===== src/rtl/calc_cmd_sequencer.sv =====
// Command sequencer for the combinational 4-bit calculator: queues commands, issues one at a time,
// screens invalid ops and returns in-order responses. Optional golden checker under CALC_SEQ_CHECK_EN.
module calc_cmd_sequencer #(
  parameter int unsigned FIFO_DEPTH = 4,
  parameter int unsigned OPW        = 4,
  parameter int unsigned RESW       = 8
) (
  input  logic            clk,
  input  logic            rst,
  input  logic            cmd_valid,
  output logic            cmd_ready,
  input  logic [OPW-1:0]  cmd_a,
  input  logic [OPW-1:0]  cmd_b,
  input  logic [2:0]      cmd_oper,
  output logic [OPW-1:0]  calc_a,
  output logic [OPW-1:0]  calc_b,
  output logic [2:0]      calc_oper,
  input  logic [RESW-1:0] calc_out,
  output logic            rsp_valid,
  input  logic            rsp_ready,
  output logic [RESW-1:0] rsp_data,
  output logic            rsp_err,
  output logic [2:0]      rsp_oper
`ifdef CALC_SEQ_CHECK_EN
  ,
  output logic            chk_mismatch
`endif
);

  localparam int unsigned AW = $clog2(FIFO_DEPTH);
  localparam int unsigned EW = 2 * OPW + 3;
  localparam logic [AW:0] PTR_ONE = {{AW{1'b0}}, 1'b1};

  localparam logic [1:0] ST_IDLE  = 2'd0;
  localparam logic [1:0] ST_ISSUE = 2'd1;
  localparam logic [1:0] ST_RESP  = 2'd2;

  logic [EW-1:0]   r_mem [FIFO_DEPTH];
  logic [AW:0]     r_wptr;
  logic [AW:0]     r_rptr;
  logic [1:0]      r_state;
  logic [OPW-1:0]  r_calc_a;
  logic [OPW-1:0]  r_calc_b;
  logic [2:0]      r_calc_oper;
  logic            r_rsp_valid;
  logic [RESW-1:0] r_rsp_data;
  logic            r_rsp_err;
  logic [2:0]      r_rsp_oper;

  logic            w_full;
  logic            w_empty;
  logic            w_push;
  logic            w_pop;
  logic            w_err;
  logic [EW-1:0]   w_head;

  // Extra pointer bit distinguishes full from empty when the index bits match.
  assign w_empty = (r_wptr == r_rptr);
  assign w_full  = (r_wptr[AW] != r_rptr[AW]) && (r_wptr[AW-1:0] == r_rptr[AW-1:0]);
  assign w_push  = cmd_valid && !w_full;
  assign w_pop   = (r_state == ST_IDLE) && !w_empty;
  assign w_head  = r_mem[r_rptr[AW-1:0]];

  assign w_err = (((r_calc_oper == 3'b011) || (r_calc_oper == 3'b100)) && (r_calc_b == '0))
               || (r_calc_oper[2:1] == 2'b11);

  always_ff @(posedge clk) begin
    if (w_push) r_mem[r_wptr[AW-1:0]] <= {cmd_a, cmd_b, cmd_oper};
  end

  always_ff @(posedge clk) begin
    if (rst) begin
      r_wptr      <= '0;
      r_rptr      <= '0;
      r_state     <= ST_IDLE;
      r_calc_a    <= '0;
      r_calc_b    <= '0;
      r_calc_oper <= '0;
      r_rsp_valid <= 1'b0;
      r_rsp_data  <= '0;
      r_rsp_err   <= 1'b0;
      r_rsp_oper  <= '0;
    end else begin
      if (w_push) r_wptr <= r_wptr + PTR_ONE;
      if (w_pop)  r_rptr <= r_rptr + PTR_ONE;
      case (r_state)
        ST_IDLE: begin
          if (!w_empty) begin
            {r_calc_a, r_calc_b, r_calc_oper} <= w_head;
            r_state <= ST_ISSUE;
          end
        end
        ST_ISSUE: begin
          r_rsp_valid <= 1'b1;
          r_rsp_err   <= w_err;
          r_rsp_data  <= w_err ? '0 : calc_out;
          r_rsp_oper  <= r_calc_oper;
          r_state     <= ST_RESP;
        end
        ST_RESP: begin
          if (rsp_ready) begin
            r_rsp_valid <= 1'b0;
            r_state     <= ST_IDLE;
          end
        end
        default: r_state <= ST_IDLE;
      endcase
    end
  end

`ifdef CALC_SEQ_CHECK_EN
  logic [RESW-1:0] w_a_ext;
  logic [RESW-1:0] w_b_ext;
  logic [RESW-1:0] w_golden;
  logic            r_chk_mismatch;

  assign w_a_ext = {{(RESW-OPW){1'b0}}, r_calc_a};
  assign w_b_ext = {{(RESW-OPW){1'b0}}, r_calc_b};

  always_comb begin
    w_golden = '0;
    case (r_calc_oper)
      3'b000: w_golden = w_a_ext + w_b_ext;
      3'b001: w_golden = w_a_ext - w_b_ext;
      3'b010: w_golden = w_a_ext * w_b_ext;
      3'b011: if (w_b_ext != '0) w_golden = w_a_ext / w_b_ext;
      3'b100: if (w_b_ext != '0) w_golden = w_a_ext % w_b_ext;
      3'b101: w_golden = ~w_a_ext;
      default: w_golden = '0;
    endcase
  end

  always_ff @(posedge clk) begin
    if (rst) begin
      r_chk_mismatch <= 1'b0;
    end else if ((r_state == ST_ISSUE) && !w_err && (w_golden != calc_out)) begin
      r_chk_mismatch <= 1'b1;
    end
  end

  assign chk_mismatch = r_chk_mismatch;
`endif

  assign cmd_ready = !w_full;
  assign calc_a    = r_calc_a;
  assign calc_b    = r_calc_b;
  assign calc_oper = r_calc_oper;
  assign rsp_valid = r_rsp_valid;
  assign rsp_data  = r_rsp_data;
  assign rsp_err   = r_rsp_err;
  assign rsp_oper  = r_rsp_oper;

endmodule


===== config.mk =====
export PLATFORM = sky130hd
export DESIGN_NAME = calc_cmd_sequencer
export DESIGN_NICKNAME = d
export VERILOG_FILES = /design/src/rtl/calc_cmd_sequencer.sv
export SDC_FILE = /design/constraint.sdc
export NUM_CORES = 1
export LEC_CHECK = 0
export CAP_MARGIN = 0
export CELL_PAD_IN_SITES_DETAIL_PLACEMENT = 0
export CELL_PAD_IN_SITES_GLOBAL_PLACEMENT = 1
export CORE_MARGIN = 2
export CORE_UTILIZATION = 47
export CTS_BUF_LIST = sky130_fd_sc_hd__clkbuf_16
export DETAILED_ROUTE_END_ITERATION = 8
export PLACE_DENSITY = 0.85
export SETUP_SLACK_MARGIN = 0.5
export SKIP_LAST_GASP = 1
export SLEW_MARGIN = 15
export SYNTH_ARGS = -nofsm -noshare
export SYNTH_HDL_FRONTEND = slang
export SYNTH_SLANG_ARGS = --single-unit

===== constraint.sdc =====
create_clock -name clk -period 2.5 [get_ports clk]
set_input_delay 0.625 -clock clk [delete_from_list [all_inputs] [get_ports clk]]
set_output_delay 0.625 -clock clk [all_outputs]
set_load 0.02 [all_outputs]

==> results.sh <==
export IMPL_die_height_um=82.69
export IMPL_rows=28
export IMPL_min_delay_path_depth=2
export IMPL_overflow=0
export IMPL_netlist_instances=183
export IMPL_reg2reg_depth=3
export IMPL_power_density_mw_per_mm2=1105
export IMPL_clockBufferDepth=2
export IMPL_ir_drop_uv=588.8
export IMPL_hp_class="flop to flop"
export IMPL_dr_wl_met2_um=2341
export IMPL_finalSetupTns_ns=0
export IMPL_die_width_um=82.69
export IMPL_drt_iter0_drc=75
export IMPL_antenna_cells=0
export IMPL_synth_area_mm2=0.002910
export IMPL_cts_sink_count=76
export IMPL_ioPinCount=48
export IMPL_dp_worst_setup_slack_ns=0.3255
export IMPL_final_cell_mix="edfxtp_1, clkdlybuf4s50_1, dfxtp_1, nor2_1, mux2i_1"
export IMPL_dp_hpwl_um=3756
export IMPL_grt_pass1_vias=1651
export IMPL_via_per_inst=5.217
export IMPL_critPathMaxFanout=3
export IMPL_hold_buffers=0
export IMPL_path_class="flop to primary output"
export IMPL_cp_required_ns=1.88
export IMPL_cts_tree="done"
export IMPL_core_mm2=0.005956
export IMPL_cp_start_kind="flop"
export IMPL_htreeDepth=3
export IMPL_critical_path_top_delay_family="simple AND/OR/NAND/NOR gates"
export IMPL_maxSlewHeadroom_pct=61.41
export IMPL_skew_ns=0.007275
export IMPL_path_depth=3
export IMPL_rsz0062_at_grt="true"
export IMPL_min_period_ns=2.000
export IMPL_remaining_drc_errors=0
export IMPL_final_setup_viol_count=0
export IMPL_fmax_mhz=500.1
export IMPL_ys_seq_area_share_pct=67.41
export IMPL_outcome="finished clean"
export IMPL_clk_latency_ns=0.33
export IMPL_first_pass_iters=4
export IMPL_wl_met3_um=450
export IMPL_finalCritPeriodShare_pct=79.99
export IMPL_fin_nets=270
export IMPL_drt_total_wl_um=5387
export IMPL_routabilityCongestion=0.7796
export IMPL_multi_input_area_um2=907.1
export IMPL_clk_pin_slew_worst_paths_ns=0.06
export IMPL_ys_warnings_count=0
export IMPL_start_util_pct=48.87
export IMPL_antenna_found_initial=0
export IMPL_wl_per_cell_um=16.73
export IMPL_cts_root_buf="clkbuf_16"
export IMPL_critPathCaptureType="primary output"
export IMPL_top_layer="met4"
export IMPL_cts_buffers=9
export IMPL_crit_chain="xor2_2 -> or3_4 -> buf_6"
export IMPL_die_area_mm2=0.006838
export IMPL_tightest_slew_ns=0.5788
export IMPL_setup_ws_ns=0.5003
export IMPL_drv_cap=0
export IMPL_ant_nets=0
export IMPL_slew_viol_final=0
export IMPL_area_growth_synth_to_final_pct=31.00
export IMPL_vias=1680
export IMPL_path_buf_inv=1
export IMPL_synth_seq_cells=76
export IMPL_cpPeakStageDelay_ns=0.39
export IMPL_grtUsageTotal_pct=17.73
export IMPL_nFillCells=448
export IMPL_arrival_ns=1.37
export IMPL_crit_slowest_cell="or3_4"
export IMPL_hold_viol=0
export IMPL_leakage_uw=0.001380
export IMPL_wl_met1_um=2498
export IMPL_syn_num_nets=211
export IMPL_syn_area_per_cell_um2=15.90
export IMPL_drive_above_1_share_pct=19.84
export IMPL_port_buffers=47
export IMPL_grt_max_degree=25
export IMPL_final_common_cell="edfxtp_1"
export IMPL_synth_distinct_cells=32
export IMPL_grt_pass1_wl_um=8411
export IMPL_seqCellArea_mm2=0.001971
area by class of cell:
cell class,count,area share (%)
timing repair buffer,55,13.92
clock inverter,7,2.035
clock buffer,9,5.907
inverter,2,0.1969
sequential,76,51.69
multi-input combinational,98,23.79
tap,75,2.461
worst paths after layout:
path                                                from                  endpoint  slack, ns
worst max-delay path              r_rptr[1]$_SDFFE_PP0P_                 cmd_ready       0.50
worst min-delay path            rsp_oper[2]$_SDFFE_PP0P_  rsp_oper[2]$_SDFFE_PP0P_       0.46
worst max register to register    r_wptr[0]$_SDFFE_PP0P_     r_mem[2][7]$_DFFE_PP_       0.81
worst min register to register  rsp_oper[2]$_SDFFE_PP0P_  rsp_oper[2]$_SDFFE_PP0P_       0.46
registers in the layout, indices dropped and copies added (netlist names):
register / cells
r_state: 2
rsp_oper: 3
calc_oper: 3
rsp_valid: 1
calc_a: 4
r_mem: 44
r_wptr: 3
rsp_err: 1
calc_b: 4
rsp_data: 8
r_rptr: 3
where the power goes:
| part | total (µW) | internal, µW | switching, µW |
|---|---|---|---|
| Clock | 1270 | 776 | 497 |
| Combinational | 1280 | 643 | 640 |
| Sequential | 1660 | 1520 | 132 |
per-layer routing:
layer	vias to the layer above	GRT usage, %
met5	-	0
met4	0	9.344
met3	7	5.217
met2	76	25.73
met1	791	24.18
li1	806	-
worst reg2reg max path, cell delays in order (launching register included):
cell     delay, ns
dfxtp_2       0.38
xor2_1        0.26
o31a_1        0.23
and2_1        0.46
Yosys cell counts:
cell type,count,area (µm²)
edfxtp_1,44,1321
dfxtp_1,32,640.6
nor2_1,19,71.32
mux2i_1,13,130.1
mux4_2,10,225.2
a22o_1,8,70.07
nand2_1,7,26.28
a21oi_1,6,30.03
ha_1,5,62.56
and2_1,4,25.02
clkbuf_1,3,11.26
nand3b_1,3,22.52
xnor2_1,3,26.28
xor2_1,3,26.28
a21bo_2,2,20.02
buf_4,2,15.01
inv_1,2,7.510
nor2b_1,2,12.51
o31a_1,2,17.52
a2111oi_4,1,27.53
a211oi_1,1,7.510
buf_2,1,5.000
buf_8,1,15.01
mux4_1,1,26.28
nand2b_1,1,6.260
nor2_2,1,6.260
nor3_1,1,5.000
o21ai_0,1,5.000
o21bai_4,1,18.77
or3_1,1,6.260
or3b_2,1,8.760
or4_4,1,11.26
stage by stage:
stage | utilization [%] | area [µm²] | cells | hold WS (ns) | total power [µW]
final | 64.01 | 3812 | 322 | 0.4606 | 4211
after global routing | 64.01 | 3812 | 322 | 0.4820 | 4438
after CTS | 63.45 | 3779 | 321 | 0.4635 | 4251
after detailed placement | 58.45 | 3481 | 305 | 0.4551 | 2975
after global placement | 58.45 | 3481 | 305 | 0.4420 | 2954
after floorplan | - | 2910 | 183 | 0.5345 | 2561
cells by family after synthesis:
kind of cell	count (synthesis)	synth area share (%)
buffers and inverters	9	1.848
xor gates and xnor gates	6	1.806
AOI/OAI and AO/OA	22	6.750
adders and majority gates	5	2.150
and+or+nand+nor	41	6.922
DFF	76	67.41
muxes	24	13.11
repair_timing:
item	in CTS	in global routing
setup endpoints to repair	4	2
gates resized for setup	10	8
buffers inserted	0	1
pin swaps	0	1
cloned	0	0
No activity file was read; power rests on OpenSTA's default activity.
